==> config.mk <==
export PLATFORM = sky130hd
export DESIGN_NAME = vga_pattern_gen
export DESIGN_NICKNAME = d
export VERILOG_FILES = /design/src/rtl/vga_pkg.sv /design/src/rtl/vga_sync_counter.sv /design/src/rtl/vga_pattern_gen.sv
export SDC_FILE = /design/constraint.sdc
export NUM_CORES = 1
export LEC_CHECK = 0
export ABC_AREA = 0
export BUFFER_PORTS_ARGS = -buffer_cell sky130_fd_sc_hd__buf_2
export CAP_MARGIN = 20
export CORE_ASPECT_RATIO = 0.9
export CORE_UTILIZATION = 40
export CTS_BUF_LIST = sky130_fd_sc_hd__clkbuf_4 sky130_fd_sc_hd__clkbuf_8
export DETAILED_ROUTE_END_ITERATION = 12
export PLACE_DENSITY = 0.63
export SKIP_CTS_REPAIR_TIMING = 1
export SYNTH_ARGS = -nofsm -noshare
export SYNTH_HDL_FRONTEND = slang
export SYNTH_SLANG_ARGS = --single-unit
==> constraint.sdc <==
create_clock -name clock -period 4.7 [get_ports clock]
set_clock_uncertainty 0.1 [all_clocks]
set_input_delay 0.47 -clock clock [delete_from_list [all_inputs] [get_ports clock]]
set_output_delay 0.47 -clock clock [all_outputs]
set_load 0.01 [all_outputs]
==> src/rtl/vga_pkg.sv <==
// vga_pkg: shared 640x480@60 timing defaults
// and the pattern mode encodings.
package vga_pkg;

  localparam int H_ACTIVE_D = 640;
  localparam int H_FP_D     = 16;
  localparam int H_SYNC_D   = 96;
  localparam int H_BP_D     = 48;
  localparam int V_ACTIVE_D = 480;
  localparam int V_FP_D     = 10;
  localparam int V_SYNC_D   = 2;
  localparam int V_BP_D     = 33;
  localparam int CLK_DIV_D  = 2;
  localparam int COLOR_W_D  = 4;

  typedef enum logic [1:0] {
    MODE_GRAY  = 2'd0,
    MODE_BARS  = 2'd1,
    MODE_CHECK = 2'd2,
    MODE_GRID  = 2'd3
  } mode_e;

endpackage

==> src/rtl/vga_sync_counter.sv <==
// vga_sync_counter: pixel divider, raster
// counters and sync / visible decode.
module vga_sync_counter
  import vga_pkg::*;
#(
  parameter int H_ACTIVE = H_ACTIVE_D,
  parameter int H_FP     = H_FP_D,
  parameter int H_SYNC   = H_SYNC_D,
  parameter int H_BP     = H_BP_D,
  parameter int V_ACTIVE = V_ACTIVE_D,
  parameter int V_FP     = V_FP_D,
  parameter int V_SYNC   = V_SYNC_D,
  parameter int V_BP     = V_BP_D,
  parameter int CLK_DIV  = CLK_DIV_D,
  localparam int H_TOTAL = H_ACTIVE + H_FP + H_SYNC + H_BP,
  localparam int V_TOTAL = V_ACTIVE + V_FP + V_SYNC + V_BP,
  localparam int HW      = $clog2(H_TOTAL),
  localparam int VW      = $clog2(V_TOTAL)
) (
  input  logic          clock,
  input  logic          reset_n,
  output logic          pix_tick,
  output logic [HW-1:0] hcnt,
  output logic [VW-1:0] vcnt,
  output logic          vis,
  output logic          hs_act,
  output logic          vs_act,
  output logic          origin
);

  localparam int DW = (CLK_DIV > 1) ? $clog2(CLK_DIV) : 1;
  localparam logic [DW-1:0] DIV_MAX = DW'(CLK_DIV - 1);
  localparam logic [HW-1:0] H_MAX = HW'(H_TOTAL - 1);
  localparam logic [VW-1:0] V_MAX = VW'(V_TOTAL - 1);

  logic [DW-1:0] div;
  logic [31:0]   hx;
  logic [31:0]   vy;

  assign pix_tick = (div == DIV_MAX);

  // Divider wraps at CLK_DIV-1; raster advances on each tick
  always_ff @(posedge clock) begin
    if (!reset_n) begin
      div  <= '0;
      hcnt <= '0;
      vcnt <= '0;
    end else begin
      div <= pix_tick ? '0 : div + DW'(1);
      if (pix_tick) begin
        if (hcnt == H_MAX) begin
          hcnt <= '0;
          vcnt <= (vcnt == V_MAX) ? '0 : vcnt + VW'(1);
        end else begin
          hcnt <= hcnt + HW'(1);
        end
      end
    end
  end

  assign hx = 32'(hcnt);
  assign vy = 32'(vcnt);

  assign vis = (hx < 32'(H_ACTIVE)) &&
               (vy < 32'(V_ACTIVE));

  assign hs_act =
    (hx >= 32'(H_ACTIVE + H_FP)) &&
    (hx < 32'(H_ACTIVE + H_FP + H_SYNC));

  assign vs_act =
    (vy >= 32'(V_ACTIVE + V_FP)) &&
    (vy < 32'(V_ACTIVE + V_FP + V_SYNC));

  assign origin = (hcnt == '0) && (vcnt == '0);

endmodule

==> src/rtl/vga_pattern_gen.sv <==
// vga_pattern_gen: VGA timing plus test
// patterns, all outputs registered per pixel.
module vga_pattern_gen
  import vga_pkg::*;
#(
  parameter int H_ACTIVE = H_ACTIVE_D,
  parameter int H_FP     = H_FP_D,
  parameter int H_SYNC   = H_SYNC_D,
  parameter int H_BP     = H_BP_D,
  parameter int V_ACTIVE = V_ACTIVE_D,
  parameter int V_FP     = V_FP_D,
  parameter int V_SYNC   = V_SYNC_D,
  parameter int V_BP     = V_BP_D,
  parameter bit HS_POL   = 1'b0,
  parameter bit VS_POL   = 1'b0,
  parameter int CLK_DIV  = CLK_DIV_D,
  parameter int COLOR_W  = COLOR_W_D,
  localparam int H_TOTAL = H_ACTIVE + H_FP + H_SYNC + H_BP,
  localparam int V_TOTAL = V_ACTIVE + V_FP + V_SYNC + V_BP,
  localparam int HW      = $clog2(H_TOTAL),
  localparam int VW      = $clog2(V_TOTAL)
) (
  input  logic               clock,
  input  logic               reset_n,
  input  logic [1:0]         mode,
  output logic [COLOR_W-1:0] r,
  output logic [COLOR_W-1:0] g,
  output logic [COLOR_W-1:0] b,
  output logic               hs,
  output logic               vs,
  output logic               de,
  output logic [HW-1:0]      x,
  output logic [VW-1:0]      y,
  output logic               frame_start
);

  localparam logic [COLOR_W-1:0] HALF =
    COLOR_W'(1) << (COLOR_W - 1);

  logic          pix_tick;
  logic [HW-1:0] hcnt;
  logic [VW-1:0] vcnt;
  logic          vis;
  logic          hs_act;
  logic          vs_act;
  logic          origin;

  mode_e              mode_q;
  mode_e              mode_eff;
  logic [31:0]        px;
  logic [31:0]        py;
  logic [2:0]         bar;
  logic               on;
  logic [COLOR_W-1:0] pr;
  logic [COLOR_W-1:0] pg;
  logic [COLOR_W-1:0] pb;

  vga_sync_counter #(
    .H_ACTIVE (H_ACTIVE),
    .H_FP     (H_FP),
    .H_SYNC   (H_SYNC),
    .H_BP     (H_BP),
    .V_ACTIVE (V_ACTIVE),
    .V_FP     (V_FP),
    .V_SYNC   (V_SYNC),
    .V_BP     (V_BP),
    .CLK_DIV  (CLK_DIV)
  ) u_sync (
    .clock    (clock),
    .reset_n  (reset_n),
    .pix_tick (pix_tick),
    .hcnt     (hcnt),
    .vcnt     (vcnt),
    .vis      (vis),
    .hs_act   (hs_act),
    .vs_act   (vs_act),
    .origin   (origin)
  );

  // The origin pixel already uses the newly sampled mode
  assign mode_eff = origin ? mode_e'(mode) : mode_q;
  assign px = 32'(hcnt);
  assign py = 32'(vcnt);

  // Pattern colour for the current counter position
  always_comb begin
    bar = '0;
    on  = 1'b0;
    pr  = '0;
    pg  = '0;
    pb  = '0;
    for (int i = 1; i < 8; i++) begin
      if ((px << 3) >= 32'(i * H_ACTIVE))
        bar = 3'(i);
    end
    unique case (mode_eff)
      MODE_GRAY: begin
        pr = HALF;
        pg = HALF;
        pb = HALF;
      end
      MODE_BARS: begin
        pr = {COLOR_W{bar[2]}};
        pg = {COLOR_W{bar[1]}};
        pb = {COLOR_W{bar[0]}};
      end
      MODE_CHECK: begin
        on = px[5] ^ py[5];
        pr = {COLOR_W{on}};
        pg = {COLOR_W{on}};
        pb = {COLOR_W{on}};
      end
      MODE_GRID: begin
        on = (px[4:0] == 5'd0) ||
             (py[4:0] == 5'd0) ||
             (px == 32'(H_ACTIVE - 1)) ||
             (py == 32'(V_ACTIVE - 1));
        pr = {COLOR_W{on}};
        pg = {COLOR_W{on}};
        pb = {COLOR_W{on}};
      end
    endcase
    if (!vis) begin
      pr = '0;
      pg = '0;
      pb = '0;
    end
  end

  // Output stage: one clock behind the counters, held between ticks
  always_ff @(posedge clock) begin
    if (!reset_n) begin
      r           <= '0;
      g           <= '0;
      b           <= '0;
      de          <= 1'b0;
      hs          <= ~HS_POL;
      vs          <= ~VS_POL;
      x           <= '0;
      y           <= '0;
      frame_start <= 1'b0;
      mode_q      <= MODE_GRAY;
    end else begin
      frame_start <= pix_tick && origin;
      if (pix_tick) begin
        r  <= pr;
        g  <= pg;
        b  <= pb;
        de <= vis;
        hs <= hs_act ? HS_POL : ~HS_POL;
        vs <= vs_act ? VS_POL : ~VS_POL;
        x  <= hcnt;
        y  <= vcnt;
        if (origin)
          mode_q <= mode_e'(mode);
      end
    end
  end

endmodule

==> impl_metrics.env <==
export IMPL_status="finished clean"
export IMPL_crit_path_end_kind="flop"
export IMPL_power_density_mw_per_mm2=292
export IMPL_layout_drive_gt1_share_pct=18.4
export IMPL_cts_path_max_buffers=2
export IMPL_grt_total_usage_pct=16.2
export IMPL_drc=0
export IMPL_wl_per_cell_um=12.9
export IMPL_arrival_ns=2.41
export IMPL_ys_warn_count=0
export IMPL_n_fill_cell=645
export IMPL_tns_ns=0
export IMPL_dr_total_vias=1936
export IMPL_cp_required_ns=4.78
export IMPL_grt_pass1_vias=1782
export IMPL_synthArstFlopShare_pct=0
export IMPL_fp_row_count=27
export IMPL_clk_pin_slew_ns=0.10
export IMPL_avgSynthCellArea_um2=9.10
export IMPL_cp_max_fo=14
export IMPL_vias_per_cell=4.95
export IMPL_start_util_pct=41.4
export IMPL_crit_type="reg -> reg"
export IMPL_cts_tree="built"
export IMPL_die_area_mm2=0.00669
export IMPL_antenna_cells=0
export IMPL_antenna_found_initial=0
export IMPL_post_route_period_util_pct=49.4
export IMPL_cts_buffers=5
export IMPL_multi_input_area_mm2=0.00132
export IMPL_mostFrequentLayoutCell="dfxtp_1"
export IMPL_ys_seq_area_share_pct=41.7
export IMPL_setup_viol=0
export IMPL_hold_depth=2
export IMPL_relSlewSlack_pct=58.9
export IMPL_r2r_start="u_sync.hcnt[7]"
export IMPL_grt_ovfl_total=0
export IMPL_fp_dieH_um=77.7
export IMPL_syn_area_mm2=0.00255
export IMPL_hold_end="de"
export IMPL_timing_final_ws_setup_ns=2.38
export IMPL_ant_nets=0
export IMPL_hpwlAfterDp_um=3570
export IMPL_synth_seq_cells=53
export IMPL_grt_max_degree=33
export IMPL_fin_util_pct=46.0
export IMPL_ys_flop_type="dfxtp_1"
export IMPL_routed_wl_um=5050
export IMPL_final_cell_mix="dfxtp_1, buf_2, nor2b_1, nand2_1, mux2i_1"
export IMPL_nNetsFinal=312
export IMPL_synth_nets=288
export IMPL_power_uw=827
export IMPL_synthCells=280
export IMPL_cts_sinks=53
export IMPL_rr_worst_depth=6
export IMPL_start_kind="flop"
export IMPL_worstReg2RegEnd="b[3]"
export IMPL_die_w_um=86.1
export IMPL_maxCapViolations=0
export IMPL_area_growth_pct=11.1
export IMPL_grt_pass1_wl_um=8650
export IMPL_place_congestion=0.821
export IMPL_min_from="de"
export IMPL_pin_count=40
export IMPL_synth_edf_count=0
export IMPL_dr_pass1_iters=4
export IMPL_portBuffers=39
export IMPL_hold_viol=0
export IMPL_seq_area_mm2=0.00106
export IMPL_synth_distinct_cells=44
export IMPL_min_period_ns=2.32
export IMPL_drv_slew=0
export IMPL_clk_insertion_delay_late_ns=0.30
export IMPL_core_area_mm2=0.00615
export IMPL_htree_levels=2
export IMPL_drtIter0Drc=122
export IMPL_clk_root_buffer_cell="clkbuf_8"
export IMPL_power_leakage_nw=1.18
export IMPL_rsz0062_at_grt="no"
export IMPL_ir_drop_v=0.000152
export IMPL_pre_cts_slack_ns=2.38
export IMPL_hp_class="reg -> reg"
export IMPL_fmaxAchievable_mhz=431
export IMPL_reg2reg_slack_ns=2.38
export IMPL_worstMarginPinSlew_ns=0.613
-- where the power goes --
group / internal, mW / switching [mW] / leakage (nW) / total (mW)
Clock: 0.155 / 0.144 / 0.0540 / 0.299
Combinational: 0.0292 / 0.0353 / 0.700 / 0.0645
Sequential: 0.458 / 0.00666 / 0.429 / 0.464
Total: 0.642 / 0.186 / 1.18 / 0.827
-- critical path: stages (launching register included) --
cell	delay (ns)
dfxtp_1	0.45
or4_4	0.58
nor3_2	0.11
and4b_1	0.37
mux2_4	0.33
o21bai_2	0.16
nand3_1	0.09
-- how the worst max path moves through the flow --
| stage | from | to |
|---|---|---|
| after floorplan | u_sync.hcnt[0] | b[3] |
| after global placement | u_sync.hcnt[7] | r[3] |
| after detailed placement | u_sync.hcnt[7] | b[3] |
| after CTS | u_sync.hcnt[7] | b[3] |
| after global routing | u_sync.hcnt[7] | b[3] |
| final | u_sync.hcnt[7] | b[3] |
-- logic make-up after synthesis --
kind of cell	share of synthesized area, %
and+or+nand+nor	27.5
AOI/OAI and AO/OA	5.60
DFF	41.7
adders and majority gates	2.36
muxes	10.2
buffers and inverters	6.53
xor gates and xnor gates	6.19
-- Yosys cell counts, types with 2 or more instances --
master | number | area [um^2]
buf_6 | 2 | 22.5
o21ai_0 | 5 | 25.0
a211oi_1 | 3 | 22.5
nor3_1 | 6 | 30.0
mux2i_1 | 23 | 230
o21bai_2 | 2 | 22.5
clkbuf_1 | 7 | 26.3
nor2_1 | 20 | 75.1
nand2_1 | 24 | 90.1
mux2_4 | 2 | 30.0
nor2b_1 | 30 | 188
and3b_1 | 2 | 17.5
buf_2 | 7 | 35.0
dfxtp_1 | 53 | 1060
inv_1 | 9 | 33.8
and2_1 | 5 | 31.3
nor4_1 | 4 | 25.0
nor3_2 | 2 | 20.0
nand3_1 | 13 | 65.1
xnor2_1 | 11 | 96.3
buf_4 | 6 | 45.0
ha_1 | 4 | 50.1
a21oi_1 | 4 | 20.0
xor2_1 | 7 | 61.3
and3_1 | 4 | 25.0
nand4_1 | 6 | 37.5
or4b_1 | 2 | 20.0
-- registers in the layout (all words and copies together) (netlist names) --
signal	flops
r	2
u_sync.pix_tick	1
vs	1
de	1
u_sync.vcnt	10
frame_start	1
u_sync.hcnt	10
g	2
x	10
y	10
mode_q	2
hs	1
b	2
-- metrics by stage --
stage,cells,cell area [um^2],hold slack [ns]
final,391,2830,0.346
after global routing,391,2830,0.387
after CTS,391,2830,0.351
after detailed placement,384,2730,0.336
after global placement,384,2730,0.340
after floorplan,280,2550,0.367
-- per-layer routing --
metal,share of wire [%],track usage [%]
met2,40,23.6
met1,54,24.1
met3,4.9,3.40
met5,0,0
met4,0.83,4.00
-- final cells by class --
type / count / area share, %
clock buffer: 5 / 2.43
clock inverter: 2 / 1.24
inverter: 9 / 1.19
multi-input combinational: 195 / 46.6
sequential: 53 / 37.5
tap: 87 / 3.85
timing repair buffer: 40 / 7.16
No activity file was read; power rests on OpenSTA's default activity.
